## src/rtl/fetch_buffer.sv

```systemverilog
// fetch_buffer: instruction-fetch front end for the RV32 pipeline.
// Owns the fetch PC, drives the asynchronous imem, and queues {pc, ir}
// pairs so ID can stall without losing fetches. A taken-branch redirect
// flushes the queue and re-steers; fetching stops once the halt word is
// queued, until the next redirect or reset.
// Optional feature: define FETCH_BUF_BYPASS_EN to present the imem word
// on the head outputs in the same cycle while the queue is empty.
module fetch_buffer #(
  parameter int          DEPTH    = 4,
  parameter int          AW       = 12,
  parameter logic [31:0] RESET_PC = 32'h0
) (
  input  logic                     w_clk,
  input  logic                     w_rst_n,
  input  logic                     w_ce,
  output logic [AW-1:0]            w_imem_addr,
  input  logic [31:0]              w_imem_data,
  input  logic                     w_redir,
  input  logic [31:0]              w_redir_pc,
  input  logic                     w_deq,
  output logic                     w_valid,
  output logic [31:0]              w_pc,
  output logic [31:0]              w_ir,
  output logic                     w_halted,
  output logic [$clog2(DEPTH):0]   w_count
);

  localparam int            PW        = $clog2(DEPTH);
  localparam int            CW        = PW + 1;
  localparam logic [CW-1:0] FULL_CNT  = CW'(DEPTH);
  localparam logic [31:0]   NOP_INSN  = 32'h0000_0013;
  localparam logic [31:0]   HALT_INSN = 32'h000f_0033;

  logic [31:0]   r_fpc;
  logic [PW-1:0] r_wr_ptr;
  logic [PW-1:0] r_rd_ptr;
  logic [CW-1:0] r_count;
  logic          r_halted;
  logic [31:0]   r_pc_mem [DEPTH];
  logic [31:0]   r_ir_mem [DEPTH];

  logic w_empty;
  logic w_full;
  logic w_fetch;
  logic w_byp_live;
  logic w_byp_take;
  logic w_push;
  logic w_deq_q;
  logic w_halt_hit;
  logic w_unused_redir_lo;

  assign w_empty     = (r_count == '0);
  assign w_full      = (r_count == FULL_CNT);
  assign w_imem_addr = r_fpc[AW+1:2];
  assign w_count     = r_count;
  assign w_halted    = r_halted;

  // Low target bits are forced to zero; they carry no information here.
  assign w_unused_redir_lo = ^w_redir_pc[1:0];

  // A fetch consumes the current imem word, whether it lands in the queue
  // or goes straight out through the bypass.
  assign w_fetch    = !r_halted && !w_redir && (!w_full || w_deq);
  assign w_halt_hit = w_fetch && (w_imem_data == HALT_INSN);

`ifdef FETCH_BUF_BYPASS_EN
  assign w_byp_live = w_empty && !r_halted && !w_redir;
`else
  assign w_byp_live = 1'b0;
`endif

  // A bypassed word taken by ID this cycle is never written into the queue.
  assign w_byp_take = w_byp_live && w_deq;
  assign w_push     = w_fetch && !w_byp_take;
  assign w_deq_q    = w_deq && !w_empty && !w_redir;

  // Head outputs: queue head first, then bypass, otherwise an idle NOP.
  always_comb begin
    w_valid = 1'b0;
    w_pc    = '0;
    w_ir    = NOP_INSN;
    if (!w_empty) begin
      w_valid = 1'b1;
      w_pc    = r_pc_mem[r_rd_ptr];
      w_ir    = r_ir_mem[r_rd_ptr];
    end else if (w_byp_live) begin
      w_valid = 1'b1;
      w_pc    = r_fpc;
      w_ir    = w_imem_data;
    end
  end

  // Fetch PC, pointers, occupancy and halt flag; redirect overrides all.
  always_ff @(posedge w_clk or negedge w_rst_n) begin
    if (!w_rst_n) begin
      r_fpc    <= RESET_PC;
      r_wr_ptr <= '0;
      r_rd_ptr <= '0;
      r_count  <= '0;
      r_halted <= 1'b0;
    end else if (w_ce) begin
      if (w_redir) begin
        r_fpc    <= {w_redir_pc[31:2], 2'b00};
        r_wr_ptr <= '0;
        r_rd_ptr <= '0;
        r_count  <= '0;
        r_halted <= 1'b0;
      end else begin
        if (w_push) begin
          r_wr_ptr <= r_wr_ptr + PW'(1);
        end
        if (w_deq_q) begin
          r_rd_ptr <= r_rd_ptr + PW'(1);
        end
        if (w_push && !w_deq_q) begin
          r_count <= r_count + CW'(1);
        end else if (!w_push && w_deq_q) begin
          r_count <= r_count - CW'(1);
        end
        if (w_fetch) begin
          r_fpc <= r_fpc + 32'd4;
        end
        if (w_halt_hit) begin
          r_halted <= 1'b1;
        end
      end
    end
  end

  // Queue storage; contents need no reset since occupancy gates visibility.
  always_ff @(posedge w_clk) begin
    if (w_ce && w_push) begin
      r_pc_mem[r_wr_ptr] <= r_fpc;
      r_ir_mem[r_wr_ptr] <= w_imem_data;
    end
  end

endmodule

```

## config.mk

```make
export PLATFORM = sky130hd
export DESIGN_NAME = fetch_buffer
export DESIGN_NICKNAME = d
export VERILOG_FILES = /design/src/rtl/fetch_buffer.sv
export SDC_FILE = /design/constraint.sdc
export NUM_CORES = 1
export LEC_CHECK = 0
export CAP_MARGIN = 40
export CORE_UTILIZATION = 38
export DETAILED_ROUTE_END_ITERATION = 8
export GPL_ROUTABILITY_DRIVEN = 0
export PLACE_DENSITY = 0.61
export SLEW_MARGIN = 20
export SYNTH_ARGS = -nofsm -noshare
export SYNTH_HDL_FRONTEND = slang
export SYNTH_SLANG_ARGS = --single-unit
export TNS_END_PERCENT = 1
```

## constraint.sdc

```tcl
create_clock -name w_clk -period 3.2 [get_ports w_clk]
set_input_delay 0.64 -clock w_clk [delete_from_list [all_inputs] [get_ports w_clk]]
set_output_delay 0.64 -clock w_clk [all_outputs]
set_load 0.02 [all_outputs]
```

==> impl_metrics.toml, run 1 <==
[clock_tree]
clock_latency_ps = 550
number_of_buffers_on_the_longest_clock_path = 3
cts_made_buffers = 30
cts.clk_slew.worst_paths_ps = 60
cts_htree_levels = 1
cts.sink_count = 286
cts_tree = "yes"
clockRootBuffer = "sky130_fd_sc_hd__clkbuf_16"

[drt]
detail_route.first_pass.iterations = 5
remaining_design_rule_violation_count = 0
routed_wl_um = 27600
initialDrtViolationCount = 440
drt-vias-per-instance = 5.36
final_antenna_net_count = 0
wl_per_cell_um = 21.0
detailroute.via_count = 7044

[setup_path]
critical_path.endpoint_type = "output port"
worst-path-max-fanout = 13
timing_worst_setup_path_type = "flip-flop to output port"
crit_chain = "nor3_4 -> inv_2 -> buf_4 -> and2_1 -> clkdlybuf4s50_1"
timing.critical_path.arrival_ps = 2410
timing.critical_path.slowest_cell_delay_ps = 590
cp-start-kind = "flip-flop"
crit_buf_inv = 3
timing.critical_path.max_delay_family = "buffers and inverters"
cpMaxStageDelayCell = "sky130_fd_sc_hd__clkdlybuf4s50_1"
timing.critical_path.required_ps = 2560

[placement]
port-buffer-count = 145
dpl.hpwl_um = 17700
placed_cells = 1249
placed_area_sq_um = 14200

[synthesis]
syn_area_per_cell_sq_um = 16.7
postSynth.topFlopCell = "sky130_fd_sc_hd__edfxtp_1"
synth_adder_area_share = 0.00684
synthSimpleGateAreaFrac = 0.0979
xor_xnor_fraction_of_synth_area = 0.00218
synth.largest_area_cell = "sky130_fd_sc_hd__edfxtp_1"
synth_cell_type_count = 61
mappedNetlistArea_sq_um = 12100
post_synth_mux_area_share = 0.124
synth_top_cells_by_area = "sky130_fd_sc_hd__edfxtp_1 (62%), sky130_fd_sc_hd__mux4_2 (12%), sky130_fd_sc_hd__dfrtp_1 (7.9%)"
synth_seq_area_share = 0.696
postSynthRegisterBits = 286
async_reset_ff_frac = 0.133
fraction_of_the_mapped_netlist_area_in_compound_gates = 0.0470
synth_warnings = 0
area_fraction_of_the_dominant_cell_type_after_synthesis = 0.617
syn_inst = 725
largest_family_of_logic_cells_by_synthesized_area = "multiplexers"
synth_edf_count = 248

[floorplan]
io-pin-count = 150
core-area_sq_um = 30900
placementRows = 64
die_h_um = 180
initial_core_util = 0.391
floorplan.die_area_sq_um = 32500
die_width_um = 180

[min_path]
hp-class = "input port to async pin"

[grt]
grt_start_max_net_pins = 45
vias_in_the_first_global_route = 7206
gr-usage-all-layers = 0.171
grt_first_pass_wirelength_um = 42800
sum_of_overflow_across_all_layers_after_global_routing = 0
initial_antenna_violation_count = 0

[finish]
mostFrequentLayoutCell = "sky130_fd_sc_hd__edfxtp_1"
layout_common_cells = "sky130_fd_sc_hd__edfxtp_1 (248), sky130_fd_sc_hd__clkdlybuf4s50_1 (88), sky130_fd_sc_hd__mux4_2 (62)"
drive_above_1_share = 0.182
final_design_area_no_fill_sq_um = 15200
area_growth_syn_to_layout_pct = 25.5
finalNonFillerCells = 1314
finish.net_count = 969
n_fill_cell = 2638
antenna-diode-count = 0

[sta]
max_clock_freq_ghz = 0.328
timing.final.setup_violations = 0
final_hold_viol_count = 0
fin_worst_skew_ps = 21.3
fin_crit_sh = 0.952
slew_headroom = 0.508
finalWorstPathRequiredPeriod_ps = 3050
tns_ps = 0
report.final.slew_viol_count = 0
tightest_slew_ps = 731
rsz0062_at_grt = "no"

[power]
report.power.total_mw = 13.0
power.density_cell_area_nw_per_um2 = 856
power_leakage_nw = 5.21
max-vdd-ir-drop_uv = 480

[outcome]
outcome = "finished, final reports clean"

[run]
maxCapViolCount = 0
-- path summary, 6_finish.rpt --
path	slack [ps]	end	cells after the start	start
worst max-delay path	150	w_pc[31]	5	w_count[0]
worst min-delay path	60	r_fpc[22]	1	w_rst_n
worst max register to register	540	w_count[2]	11	w_count[1]
worst min register to register	610	r_pc_mem[2][31]	0	r_fpc[31]
max in group asynchronous	2450	w_count[1]	2	w_rst_n
min in group w_clk	610	r_pc_mem[2][31]	0	r_fpc[31]
-- metal layers --
layer | wire (um) | up-vias | track usage
met2 | 13300 | 234 | 0.282
met1 | 12400 | 3579 | 0.242
li1 | - | 3200 | -
met4 | 362 | 0 | 0.0301
met5 | 0 | - | 0
met3 | 1530 | 31 | 0.0277
-- registers in the layout (all words and copies together) (netlist names) --
name,cells
r_fpc,30
w_count,3
r_wr_ptr,2
r_rd_ptr,2
r_ir_mem,128
w_halted,1
r_pc_mem,120
-- stage by stage --
stage,util,hold WS (ps),setup WS (ps)
floorplan,-,344,-80.5
global placement,0.458,560,186
detailed placement,0.458,588,175
CTS,0.489,50.0,25.0
global route,0.490,78.1,65.7
finish,0.490,63.1,153
-- cell type report --
cell class                      instances  area, sq um  share of cell area
Sequential cell                       286         8400               0.554
Inverter                               14         52.6             0.00347
Tap cell                              396          495              0.0327
Multi-Input combinational cell        374         3380               0.223
Timing Repair Buffer                  188         1850               0.122
Clock inverter                         12          136             0.00900
Clock buffer                           44          835              0.0551
-- cell families after synthesis --
kind of cell | Yosys count
AOI/OAI and AO/OA | 91
muxes | 72
and+or+nand+nor | 200
buffers and inverters | 66
DFF | 286
xor gates and xnor gates | 3
other | 1
adders and majority gates | 6
-- where the power goes --
group / internal, mW / total, mW / switching (mW)
combinational: 2.19 / 4.65 / 2.46
clock: 2.04 / 3.42 / 1.38
sequential: 4.57 / 4.91 / 0.341
-- worst register-to-register path: stages (launching register included) --
cell and delay (ps):
sky130_fd_sc_hd__dfrtp_1 540, sky130_fd_sc_hd__nor3_4 100, sky130_fd_sc_hd__inv_2 90, sky130_fd_sc_hd__buf_4 230, sky130_fd_sc_hd__nand2_1 150, sky130_fd_sc_hd__and3_1 220, sky130_fd_sc_hd__fa_1 410, sky130_fd_sc_hd__nand2_1 100
sky130_fd_sc_hd__nor3b_1 170, sky130_fd_sc_hd__a31oi_1 60, sky130_fd_sc_hd__a222oi_1 320, sky130_fd_sc_hd__o22ai_1 130
-- cell usage after synthesis (3+ instances only) --
| library cell | instances |
|---|---|
| sky130_fd_sc_hd__edfxtp_1 | 248 |
| sky130_fd_sc_hd__and2_1 | 65 |
| sky130_fd_sc_hd__mux4_2 | 62 |
| sky130_fd_sc_hd__dfrtp_1 | 38 |
| sky130_fd_sc_hd__a21oi_1 | 34 |
| sky130_fd_sc_hd__clkbuf_1 | 27 |
| sky130_fd_sc_hd__nor2_1 | 27 |
| sky130_fd_sc_hd__nand2_1 | 21 |
| sky130_fd_sc_hd__nand4_1 | 19 |
| sky130_fd_sc_hd__o22ai_1 | 18 |
| sky130_fd_sc_hd__nand3_1 | 15 |
| sky130_fd_sc_hd__buf_4 | 14 |
| sky130_fd_sc_hd__o21ai_0 | 14 |
| sky130_fd_sc_hd__inv_1 | 13 |
| sky130_fd_sc_hd__nor3_1 | 10 |
| sky130_fd_sc_hd__buf_2 | 9 |
| sky130_fd_sc_hd__and3_1 | 8 |
| sky130_fd_sc_hd__mux2i_1 | 8 |
| sky130_fd_sc_hd__nor4_1 | 7 |
| sky130_fd_sc_hd__and4_1 | 5 |
| sky130_fd_sc_hd__ha_1 | 5 |
| sky130_fd_sc_hd__o2bb2ai_1 | 3 |
| sky130_fd_sc_hd__or2_2 | 3 |
| sky130_fd_sc_hd__or3_1 | 3 |
| sky130_fd_sc_hd__or4_1 | 3 |
-- what timing repair did --
item / in CTS / in global routing
gates resized for setup: 58 / 1
endpoints found under the setup margin: 63 / 3
setup buffers: 4 / 5
hold buffers: 0 / 0
gates cloned: 0 / 0
Note: power is estimated with default switching activity, not from simulation.
==> run 2: changes to the inputs <==
--- a/config.mk
+++ b/config.mk
@@ -5,8 +5,10 @@
 export SDC_FILE = /design/constraint.sdc
 export NUM_CORES = 1
 export LEC_CHECK = 0
+export ABC_AREA = 1
 export CAP_MARGIN = 40
 export CORE_UTILIZATION = 38
+export CTS_CLUSTER_SIZE = 12
 export DETAILED_ROUTE_END_ITERATION = 8
 export GPL_ROUTABILITY_DRIVEN = 0
 export PLACE_DENSITY = 0.61
==> run 2 against run 1 <==
Effect of this change:
- final cell count grew 40%
- combinational power grew 2%
- sequential share of layout area shrank 1.8 points
- critical path type unchanged
- critical endpoint is now w_ir[24]
==> impl_metrics.toml, run 2 <==
[setup_path]
timing.critical_path.max_delay_family = "buffers and inverters"
cpMaxStageDelayCell = "sky130_fd_sc_hd__clkdlybuf4s50_1"
timing.critical_path.slowest_cell_delay_ps = 640
critical_path.endpoint_type = "output port"
cp-start-kind = "flip-flop"
crit_chain = "clkbuf_8 -> nor2_1 -> nor2_1 -> o21ai_0 -> a21oi_1 -> clkdlybuf4s50_1"
worst-path-max-fanout = 45
timing_worst_setup_path_type = "flip-flop to output port"
timing.critical_path.arrival_ps = 2500
crit_buf_inv = 2
critPathMostFrequentCell = "sky130_fd_sc_hd__nor2_1"
timing.critical_path.required_ps = 2560

[synthesis]
synth_edf_count = 248
synth.cells.most_frequent = "sky130_fd_sc_hd__nor2_1 (339), sky130_fd_sc_hd__edfxtp_1 (248), sky130_fd_sc_hd__nand2_1 (174), sky130_fd_sc_hd__o21ai_0 (138), sky130_fd_sc_hd__a21oi_1 (63)"
postSynthRegisterBits = 286
syn_inst = 1230
async_reset_ff_frac = 0.133
synth.largest_area_cell = "sky130_fd_sc_hd__edfxtp_1"
postSynth.topFlopCell = "sky130_fd_sc_hd__edfxtp_1"
synth_top_cells_by_area = "sky130_fd_sc_hd__edfxtp_1 (59%), sky130_fd_sc_hd__nor2_1 (10%), sky130_fd_sc_hd__dfrtp_1 (7.5%)"
synth_seq_area_share = 0.661
mappedNetlistArea_sq_um = 12700
synth_warnings = 0
synth_cell_type_count = 41
yosys.cell_count.top_type = "sky130_fd_sc_hd__nor2_1"
area_fraction_of_the_dominant_cell_type_after_synthesis = 0.586
syn_area_per_cell_sq_um = 10.3

[run]
maxCapViolCount = 0

[floorplan]
placementRows = 66
core-area_sq_um = 32700
die_h_um = 185
initial_core_util = 0.388
die_width_um = 185
io-pin-count = 150
floorplan.die_area_sq_um = 34200

[clock_tree]
cts_htree_levels = 1
number_of_buffers_on_the_longest_clock_path = 3
cts.clk_slew.worst_paths_ps = 60
clockRootBuffer = "sky130_fd_sc_hd__clkbuf_16"
cts_tree = "yes"
cts_made_buffers = 31
cts.sink_count = 286
clock_latency_ps = 550

[grt]
grt_start_max_net_pins = 65
grt_first_pass_wirelength_um = 48300
gr-usage-all-layers = 0.185
sum_of_overflow_across_all_layers_after_global_routing = 0
initial_antenna_violation_count = 0
vias_in_the_first_global_route = 8703

[finish]
finish.net_count = 1446
final_design_area_no_fill_sq_um = 15700
n_fill_cell = 3005
multi_input_area_sq_um = 3740
antenna-diode-count = 0
final-seq-area_sq_um = 8400
drive_above_1_share = 0.0803
number_of_flip_flops_in_the_largest_register = 128
max_flop_register = "r_ir_mem"
layout_common_cells = "sky130_fd_sc_hd__nor2_1 (335), sky130_fd_sc_hd__edfxtp_1 (248), sky130_fd_sc_hd__nand2_1 (174)"
largest_registers = "r_ir_mem x128, r_pc_mem x120, r_fpc x30"
mostFrequentLayoutCell = "sky130_fd_sc_hd__nor2_1"
area_growth_syn_to_layout_pct = 23.4

[sta]
report.final.slew_viol_count = 0
fin_crit_sh = 0.980
max_clock_freq_ghz = 0.319
slew_headroom = 0.559
rsz0062_at_grt = "yes"
final_hold_viol_count = 0
post-route-worst-setup-slack_ps = 63.1
finalWorstPathRequiredPeriod_ps = 3140
tightest_slew_ps = 653
fin_worst_skew_ps = 15.3
timing.final.setup_violations = 0
fin_hold_ws_ps = 416

[placement]
placed_area_sq_um = 14700
preCtsSetupSlack_ps = 344
port-buffer-count = 145
dpl.hpwl_um = 19300

[drt]
initialDrtViolationCount = 593
drt-vias-per-instance = 4.94
remaining_design_rule_violation_count = 0
detail_route.first_pass.iterations = 5
routed_wl_um = 31200
detailroute.via_count = 9064
wl_per_cell_um = 17.0
final_antenna_net_count = 0

[power]
power_leakage_nw = 5.95
power.density_cell_area_nw_per_um2 = 815
max-vdd-ir-drop_uv = 443

[min_path]
hp-class = "input port to async pin"

[outcome]
outcome = "finished, final reports clean"
==> run 2: layout make-up <==
cell class                 instances  share of cell area
inverter                          52              0.0125
clock buffer                      44              0.0545
sequential                       286               0.536
multi-input combinational        820               0.239
tap                              442              0.0353
timing repair buffer             180               0.119
clock inverter                    12             0.00391
==> run 2: worst paths after layout <==
path | startpoint | to | slack [ps] | cells past startpoint
min | w_rst_n | r_fpc[21] | 420 | 2
max | r_rd_ptr[0] | w_ir[24] | 60 | 6
max reg2reg | w_halted | r_ir_mem[0][19] | 1380 | 4
max in group asynchronous | w_rst_n | r_fpc[5] | 2200 | 4
min reg2reg | r_fpc[31] | r_pc_mem[2][31] | 610 | 0
min in group w_clk | r_fpc[31] | r_pc_mem[2][31] | 610 | 0
==> run 2: timing repair <==
action / CTS / global route
hold endpoints to repair: 0 / 1
setup buffers: 0 / 4
setup endpoints to repair: 38 / 31
hold buffers: 0 / 1
resized for setup: 28 / 20
pin swaps: 0 / 0
==> run 2: cell families (layout without fill, tap and decap cells) <==
family	count (synthesis)	in the layout	share of synthesized area
AO/OA/AOI/OAI	225	225	0.0924
buffers and inverters	125	288	0.0466
flip-flops	286	286	0.661
XOR/XNOR	4	4	0.00276
adder cells (fa/ha/maj)	6	6	0.00650
other	1	2	0.000295
AND/OR/NAND/NOR	583	583	0.190
==> run 2: per-layer routing <==
layer  up-vias  global-route usage  share of wire
met5         -                   0              0
met4         0              0.0499          0.020
met3        39              0.0240          0.052
met2       240               0.318           0.48
met1      4329               0.245           0.45
li1       4456                   -              -
==> run 2: where the power goes <==
group | internal, mW | switching, mW | total [mW]
sequential | 4.49 | 0.332 | 4.82
combinational | 1.76 | 2.97 | 4.73
clock | 1.84 | 1.39 | 3.23
total | 8.09 | 4.69 | 12.8
==> run 2: metrics by stage <==
| step | std cells | TNS [ps] | utilization | power, mW |
|---|---|---|---|---|
| after detailed placement | 1774 | 0 | 0.449 | 9.86 |
| final | 1836 | 0 | 0.479 | 12.8 |
| after CTS | 1830 | 0 | 0.476 | 12.9 |
| after global placement | 1774 | 0 | 0.449 | 9.81 |
| after floorplan | 1231 | -229820 | - | 7.60 |
| after global routing | 1836 | -323 | 0.479 | 13.5 |
